==> config.mk <==
export PLATFORM = sky130hd
export DESIGN_NAME = add_share_arbiter
export DESIGN_NICKNAME = d
export VERILOG_FILES = /design/src/rtl/add_share_arbiter.sv
export SDC_FILE = /design/constraint.sdc
export NUM_CORES = 1
export LEC_CHECK = 0
export CORE_UTILIZATION = 40
export CTS_BUF_LIST = sky130_fd_sc_hd__clkbuf_4 sky130_fd_sc_hd__clkbuf_8
export CTS_CLUSTER_SIZE = 14
export DETAILED_ROUTE_END_ITERATION = 7
export PLACE_DENSITY = 0.8
export RECOVER_POWER = 50
export SYNTH_ARGS = -nofsm -noshare
export SYNTH_HDL_FRONTEND = slang
export SYNTH_SLANG_ARGS = --single-unit
==> constraint.sdc <==
create_clock -name clk -period 6.49 [get_ports clk]
set_input_delay 1.298 -clock clk [delete_from_list [all_inputs] [get_ports clk]]
set_output_delay 1.298 -clock clk [all_outputs]
set_load 0.02 [all_outputs]
==> src/rtl/add_share_arbiter.sv <==
// add_share_arbiter: N_REQ requesters share one 32-bit adder.
// A rotating-priority arbiter picks one valid requester whenever the single
// result register is free (empty, or being drained this cycle). The winner's
// operands go through the one adder, and the sum is registered together with
// its carry and owner id. The result is held until the consumer takes it.
module add_share_arbiter #(
  parameter int N_REQ = 4
) (
  input  logic                 clk,
  input  logic                 rst,
  input  logic [N_REQ-1:0]     req_valid,
  input  logic [32*N_REQ-1:0]  req_a,
  input  logic [32*N_REQ-1:0]  req_b,
  output logic [N_REQ-1:0]     req_ready,
  output logic                 resp_valid,
  input  logic                 resp_ready,
  output logic [31:0]          resp_sum,
  output logic                 resp_carry,
  output logic [2:0]           resp_id,
  output logic [15:0]          op_count
);

  localparam int PTR_W = (N_REQ > 1) ? $clog2(N_REQ) : 1;
  localparam logic [PTR_W-1:0] LAST = PTR_W'(N_REQ - 1);

  // Operands viewed as one 32-bit word per requester.
  logic [N_REQ-1:0][31:0] opa, opb;

  for (genvar g = 0; g < N_REQ; g++) begin : g_lane
    assign opa[g] = req_a[32*g +: 32];
    assign opb[g] = req_b[32*g +: 32];
  end

  logic [PTR_W-1:0] rr_ptr;
  logic [PTR_W-1:0] gnt_idx;
  logic [PTR_W-1:0] cand;
  logic [PTR_W-1:0] rr_next;
  logic             found;
  logic             slot_free;
  logic             grant;
  logic             deliver;
  logic [31:0]      add_sum;
  logic             add_carry;

  // The register can take a new result if empty or being drained right now.
  assign slot_free = !resp_valid || resp_ready;
  assign deliver   = resp_valid && resp_ready;

  // Rotating search: first valid requester at or above rr_ptr, wrapping.
  // Only req_valid and rr_ptr feed this; operands never affect the grant.
  always_comb begin
    found   = 1'b0;
    gnt_idx = '0;
    cand    = rr_ptr;
    for (int k = 0; k < N_REQ; k++) begin
      if (!found && req_valid[cand]) begin
        found   = 1'b1;
        gnt_idx = cand;
      end
      cand = (cand == LAST) ? '0 : cand + 1'b1;
    end
  end

  // Grant is suppressed during reset and while the result is stalled.
  assign grant     = found && slot_free && !rst;
  assign req_ready = grant ? (N_REQ'(1) << gnt_idx) : '0;

  // The one shared adder, carry-in 0, fed by the winner's operands.
  assign {add_carry, add_sum} = {1'b0, opa[gnt_idx]} + {1'b0, opb[gnt_idx]};

  assign rr_next = (gnt_idx == LAST) ? '0 : gnt_idx + 1'b1;

  // Result register, round-robin pointer and delivery counter.
  always_ff @(posedge clk) begin
    if (rst) begin
      resp_valid <= 1'b0;
      resp_sum   <= '0;
      resp_carry <= 1'b0;
      resp_id    <= '0;
      op_count   <= '0;
      rr_ptr     <= '0;
    end else begin
      if (grant) begin
        resp_valid <= 1'b1;
        resp_sum   <= add_sum;
        resp_carry <= add_carry;
        resp_id    <= 3'(gnt_idx);
        rr_ptr     <= rr_next;
      end else if (deliver) begin
        resp_valid <= 1'b0;
      end
      if (deliver) op_count <= op_count + 16'd1;
    end
  end

endmodule

# --- After elaboration in Yosys (flattened, before gate mapping) ---
# Cells that the tools add are included.
totals:
  output_inout_bits: 57
  inputBits: 263
  reg_bits: 54
  word_cells: 62
classes:
  order_cmp: 5
  eq_ne: 4
  addsub: 6
  n_shift: 1
  n_reduce_logical: 13
  n_mux: 27
ops:
  columns: ["op", "n"]
  rows:
  - ["32-bit binary-select mux with 2-bit select", 2]
  - ["32-bit two-way mux", 2]
  - ["32-bit by 32-bit adder with 33-bit output", 1]
  - ["16-bit by 1-bit adder with 16-bit output (second input constant)", 1]
  - ["2-bit two-way mux", 8]
  - ["2-bit by 3-bit less-than comparator with 1-bit output (second input constant)", 5]
  - ["1-bit two-way mux", 10]
  - ["2-bit by 1-bit adder with 2-bit output (second input constant)", 4]
  - ["1-bit binary-select mux with 2-bit select", 4]
  - ["2-bit == test (second input constant)", 4]
  - ["1-bit logical AND", 6]
  - ["1-bit logical NOT", 5]
  - ["4-bit two-way mux", 1]
  - ["1-bit by 2-bit left shift with 4-bit output (first input constant)", 1]
  - ["2-bit nonzero test", 1]
  - ["1-bit logical OR", 1]

# --- Depth between registers and ports, before layout ---
# Gate-level depths: netlist of run 1.
logic_depth:
  ltp_word: 15
  ltp_mapped: 21
  ltp_nobuf: 18

# --- Least setup slack after synthesis of run 1 ---
# OpenSTA, ideal clock, no wires.
synth_timing:
  path_type: "in2reg"
  start: "in req_valid[2]"
  end: "reg resp_sum[26]"
  setup_ps: 122
  stages: 17
  required_time_ps: 6368
  slack_ps: 1170
  n_path_buf: 3
  arrival_ps: 5198
  path_cell_list: "clkbuf_1 -> mux2i_1 -> mux2i_2 -> mux2i_4 -> inv_2 -> buf_4 -> buf_4 -> a211oi_2 -> a31oi_1 -> ha_1 -> fa_1 -> a21o_1 -> a221oi_2 -> o22ai_2 -> o41ai_4 -> o31ai_2 -> a311o_1"
synth_between:
  elab_chain_cells: 15
  word_cells_on_any_way: 29
  classes_between: "add/sub: 1; mux: 20; reduce/logical: 8"
synth_rtl:
  columns: ["element", "line", "rtl"]
  rows:
  - ["start, declared", "11", "input logic [N_REQ-1:0] req_valid,"]
  - ["1-bit binary-select mux with 2-bit select", "56", "if (!found && req_valid[cand]) begin"]
  - ["1-bit two-way mux (implied by the code)", "56", null]
  - ["1-bit two-way mux", "56", null]
  - ["1-bit logical NOT", "56", null]
  - ["1-bit logical AND", "56", null]
  - ["1-bit two-way mux", "56", null]
  - ["1-bit logical NOT", "56", null]
  - ["1-bit logical AND", "56", null]
  - ["1-bit two-way mux", "56", null]
  - ["1-bit logical NOT", "56", null]
  - ["1-bit logical AND", "56", null]
  - ["2-bit two-way mux", "56", null]
  - ["32-bit binary-select mux with 2-bit select", "69", "assign {add_carry, add_sum} = {1'b0, opa[gnt_idx]} + {1'b0, opb[gnt_idx]};"]
  - ["32-bit two-way mux (implied by the code)", "69", null]
  - ["32-bit by 32-bit adder with 33-bit output", "69", null]
  - ["end signal, assigned", "85", "resp_sum <= add_sum;"]
  - ["end, declared", "17", "output logic [31:0] resp_sum,"]
# Several ways; a longest one is shown, not always the timed one. The select of a mux whose other input is x is not followed.
# A chain may end at the register's enable or synchronous reset.

# --- Final worst setup path of run 1 ---
layout_timing:
  start: "in req_valid[2]"
  end: "reg resp_sum[31]"
# The elaborated chain is that of the path after synthesis.

==> flow_summary.yaml, run 1 <==
routing:
  drt.antenna.violating_nets: 0
  postRouteWirelength_mm: 24.50
  detailedRoute.firstPassIterationCount: 5
  routedWlPerCell_um: 17.60
  post_route_drc: 0
  vias: 7773
  viasPerCell: 5.584
  count_of_routing_violations_after_the_opening_detailed_route_iteration: 456
critical_path:
  regToRegStartpoint: "rr_ptr[0]"
  critPathKind: "input port to register"
  biggest_cell_delay_along_the_critical_path_ns: 0.64
  cpMostUsedCell: "sky130_fd_sc_hd__a211oi_2"
  crit_arrival_ns: 6.07
  worstSetupStartpointType: "input port"
  kind_of_end_point_of_the_critical_path: "register"
  timing.critical_path.required_ns: 6.71
  worstReg2RegEnd: "resp_sum[26]"
  crit_slowest_cell: "sky130_fd_sc_hd__clkdlybuf4s50_1"
  crit_fanout: 71
  crit_path_cell_trace: "clkdlybuf4s50_1, mux2i_1, mux2i_2, mux2i_4, buf_12, buf_4, and2_1, a211oi_2, a31oi_1, ha_1, and4_4, and3_1, a22o_1, o21ai_2, a211oi_2, or4_1, a32o_1"
  worstPathBufferInverterCount: 3
  worst_path_dominant_cell_family: "buffers and inverters"
  worstSetupPathDepth: 17
  timing.reg2reg.worst_path_depth: 17
  worst-r2r-setup-slack_ns: 1.35
global_route:
  grt_use_met1_pct: 36.83
  grt_start_max_net_pins: 72
  grt_overflow: 0
  grt_first_pass_wirelength_mm: 38.19
  antenna_found_initial: 5
  global_route.usage.total_pct: 29.48
  globalRouteMet3Util_pct: 4.591
  grt_pass1_vias: 7177
  grt-busiest-layer: "met2"
  grt_use_met2_pct: 50.99
sta:
  fin_crit_ns: 5.844
  fin_crit_sh_pct: 90.05
  hold_violations: 0
  setup_violations: 0
  maxSlewViolCount: 0
  clock.fmax_mhz: 171.1
  tns_ns: 0
  timing_worst_slew_pin_value_ns: 0.9521
  finClkSkew_ns: 0.008748
  rsz0062_at_grt: "false"
  max-slew-margin-rel_pct: 36.53
logic_synthesis:
  area_contributors_post_synth: "sky130_fd_sc_hd__dfxtp_1 17%, sky130_fd_sc_hd__nand2_1 12%, sky130_fd_sc_hd__ha_1 7.5%"
  synth-warning-count: 0
  edff_count_synth: 0
  synth-main-ff-cell: "sky130_fd_sc_hd__dfxtp_1"
  post-synth-top-area-fraction_pct: 17.02
  netlist_instances: 912
  post_synth_instance_area_sq_um: 6350
  synth_cell_type_count: 70
  share_of_synthesized_registers_carrying_an_async_set_or_reset_pct: 0
  synth.largest_area_cell: "sky130_fd_sc_hd__dfxtp_1"
  synth.ff_latch_count: 54
  synthesis.area_per_instance_sq_um: 6.963
  synth-seq-area-share_pct: 17.02
  synthesis.nets: 1214
clocking:
  cts_max_path_buffers: 2
  clkLatencyLatePin_ns: 0.32
  numCtsBuffers: 5
  total_of_cells_resized_after_clock_tree_synthesis: 0
  worst_setup_hold_path_clk_slew_ns: 0.11
  cts_hold_repair.buffers: 0
  postCtsSetupRepairBufs: 0
  cts_max_level: 2
  tritoncts_clock_tree: "built"
  clock_sinks: 54
  cts_root_buf: "sky130_fd_sc_hd__clkbuf_8"
hold_path:
  hp-class: "register to register"
  sink_of_the_worst_hold_path: "resp_sum[4]"
  worst_hold_startpoint: "resp_sum[4]"
  timing.hold.worst_path_depth: 2
placement:
  place_area_sq_um: 9528
  place.port_buffers: 318
  dpl.hpwl_mm: 20.14
  place.gp.congestion: 0.9352
floorplanning:
  row_count: 45
  die_area_sq_um: 16380
  core_area_sq_um: 15370
  die_w_um: 128.0
  initial_utilization_pct: 41.31
  die-height_um: 128.0
  floorplan.io_pins: 320
final_layout:
  finalInstanceArea_sq_um: 9634
  drive_gt1_share_pct: 5.952
  area_delta_synth_final_pct: 51.72
  finalNetCount: 1477
flow_run:
  maximum_capacitance_violations: 0
status:
  run_status: "finished, final reports clean"
tightest hold or removal path: cells and delay by family (launching register included):
kind	cells	cell delay, ns
DFF	1	0.32
and+or+nand+nor	1	0.05
AOI/OAI and AO/OA	1	0.05
state kept, by name, summed over array words and instances (netlist names):
register and flops:
resp_id 2, resp_carry 1, op_count 16, resp_valid 1
rr_ptr 2, resp_sum 32
cells by family (layout without fill, tap and decap cells):
group,count (synthesis),after routing,synth area share (%)
AND/OR/NAND/NOR,410,410,30.52
AO/OA/AOI/OAI,284,284,32.12
XOR/XNOR,29,29,4.000
adder cells (fa/ha/maj),41,41,8.158
buffers and inverters,87,351,6.719
flip-flops,54,54,17.02
multiplexers,6,6,1.399
other,1,6,0.05906
cell usage after synthesis, types with 5 or more instances:
master,count
sky130_fd_sc_hd__a211oi_1,39
sky130_fd_sc_hd__a211oi_2,29
sky130_fd_sc_hd__a21o_1,12
sky130_fd_sc_hd__a21oi_1,56
sky130_fd_sc_hd__a31oi_1,68
sky130_fd_sc_hd__and2_0,5
sky130_fd_sc_hd__and2_1,60
sky130_fd_sc_hd__and3_1,20
sky130_fd_sc_hd__buf_2,23
sky130_fd_sc_hd__buf_4,7
sky130_fd_sc_hd__buf_6,6
sky130_fd_sc_hd__clkbuf_1,37
sky130_fd_sc_hd__dfxtp_1,54
sky130_fd_sc_hd__ha_1,38
sky130_fd_sc_hd__inv_1,10
sky130_fd_sc_hd__nand2_1,202
sky130_fd_sc_hd__nand3_1,25
sky130_fd_sc_hd__nand4_1,10
sky130_fd_sc_hd__nor2_1,44
sky130_fd_sc_hd__nor3_1,12
sky130_fd_sc_hd__nor4_1,5
sky130_fd_sc_hd__o21ai_0,34
sky130_fd_sc_hd__or3_1,8
sky130_fd_sc_hd__xnor2_1,16
sky130_fd_sc_hd__xor2_1,13
stage by stage:
step / util (%) / setup WS, ns / std cells / hold WS, ns
floorplan: - / 1.170 / 912 / 0.4865
global placement: 61.99 / 0.4688 / 1379 / 0.4377
detailed placement: 61.99 / 0.4093 / 1379 / 0.4423
CTS: 62.63 / 0.7306 / 1387 / 0.4564
global route: 62.68 / 0.4093 / 1392 / 0.4823
finish: 62.68 / 0.6456 / 1392 / 0.4546
cell type report:
class / instances / area (sq um)
timing repair buffer: 331 / 3288
tap: 211 / 264.0
antenna: 5 / 12.51
multi-input combinational: 771 / 4840
inverter: 12 / 50.05
sequential: 54 / 1081
fill: 1421 / 5737
clock inverter: 2 / 16.27
clock buffer: 6 / 82.58
placed cells by master, fill, tap and decap left out, types with 38 or more instances in the layout:
| cell type | netlist | routed |
|---|---|---|
| sky130_fd_sc_hd__ha_1 | 38 | 38 |
| sky130_fd_sc_hd__dlygate4sd3_1 | 0 | 46 |
| sky130_fd_sc_hd__and2_1 | 60 | 60 |
| sky130_fd_sc_hd__a31oi_1 | 68 | 68 |
| sky130_fd_sc_hd__a21oi_1 | 56 | 56 |
| sky130_fd_sc_hd__nor2_1 | 44 | 44 |
| sky130_fd_sc_hd__a211oi_1 | 39 | 39 |
| sky130_fd_sc_hd__nand2_1 | 202 | 202 |
| sky130_fd_sc_hd__clkdlybuf4s50_1 | 0 | 271 |
| sky130_fd_sc_hd__dfxtp_1 | 54 | 54 |
per-layer routing:
metal / part of all wire, % / vias to the layer above / wire (um)
li1: - / 3830 / -
met4: 2.9 / 2 / 714
met2: 49 / 329 / 12010
met3: 7.0 / 39 / 1724
met1: 41 / 3573 / 10050
met5: 0.024 / - / 6
worst max path at each step:
| stage | startpoint | endpoint | slack [ns] |
|---|---|---|---|
| floorplan | req_valid[2] | resp_sum[26] | 1.17 |
| global placement | req_valid[3] | resp_sum[31] | 0.47 |
| detailed placement | req_valid[2] | resp_sum[31] | 0.41 |
| CTS | req_valid[2] | resp_sum[31] | 0.73 |
| global route | req_valid[2] | resp_sum[31] | 0.41 |
| finish | req_valid[2] | resp_sum[31] | 0.65 |
Power of run 1 is left out: the tool's default activity adds up to more than one toggle a clock period on the data nets, which glitch-free logic cannot reach.
==> run 2: changes to the inputs <==
Settings changed: TNS_END_PERCENT set to 50.
==> results of run 2 <==
The final DEF is identical to that of run 1; final timing and power are the same.
Power of run 2 is left out for the same reason.
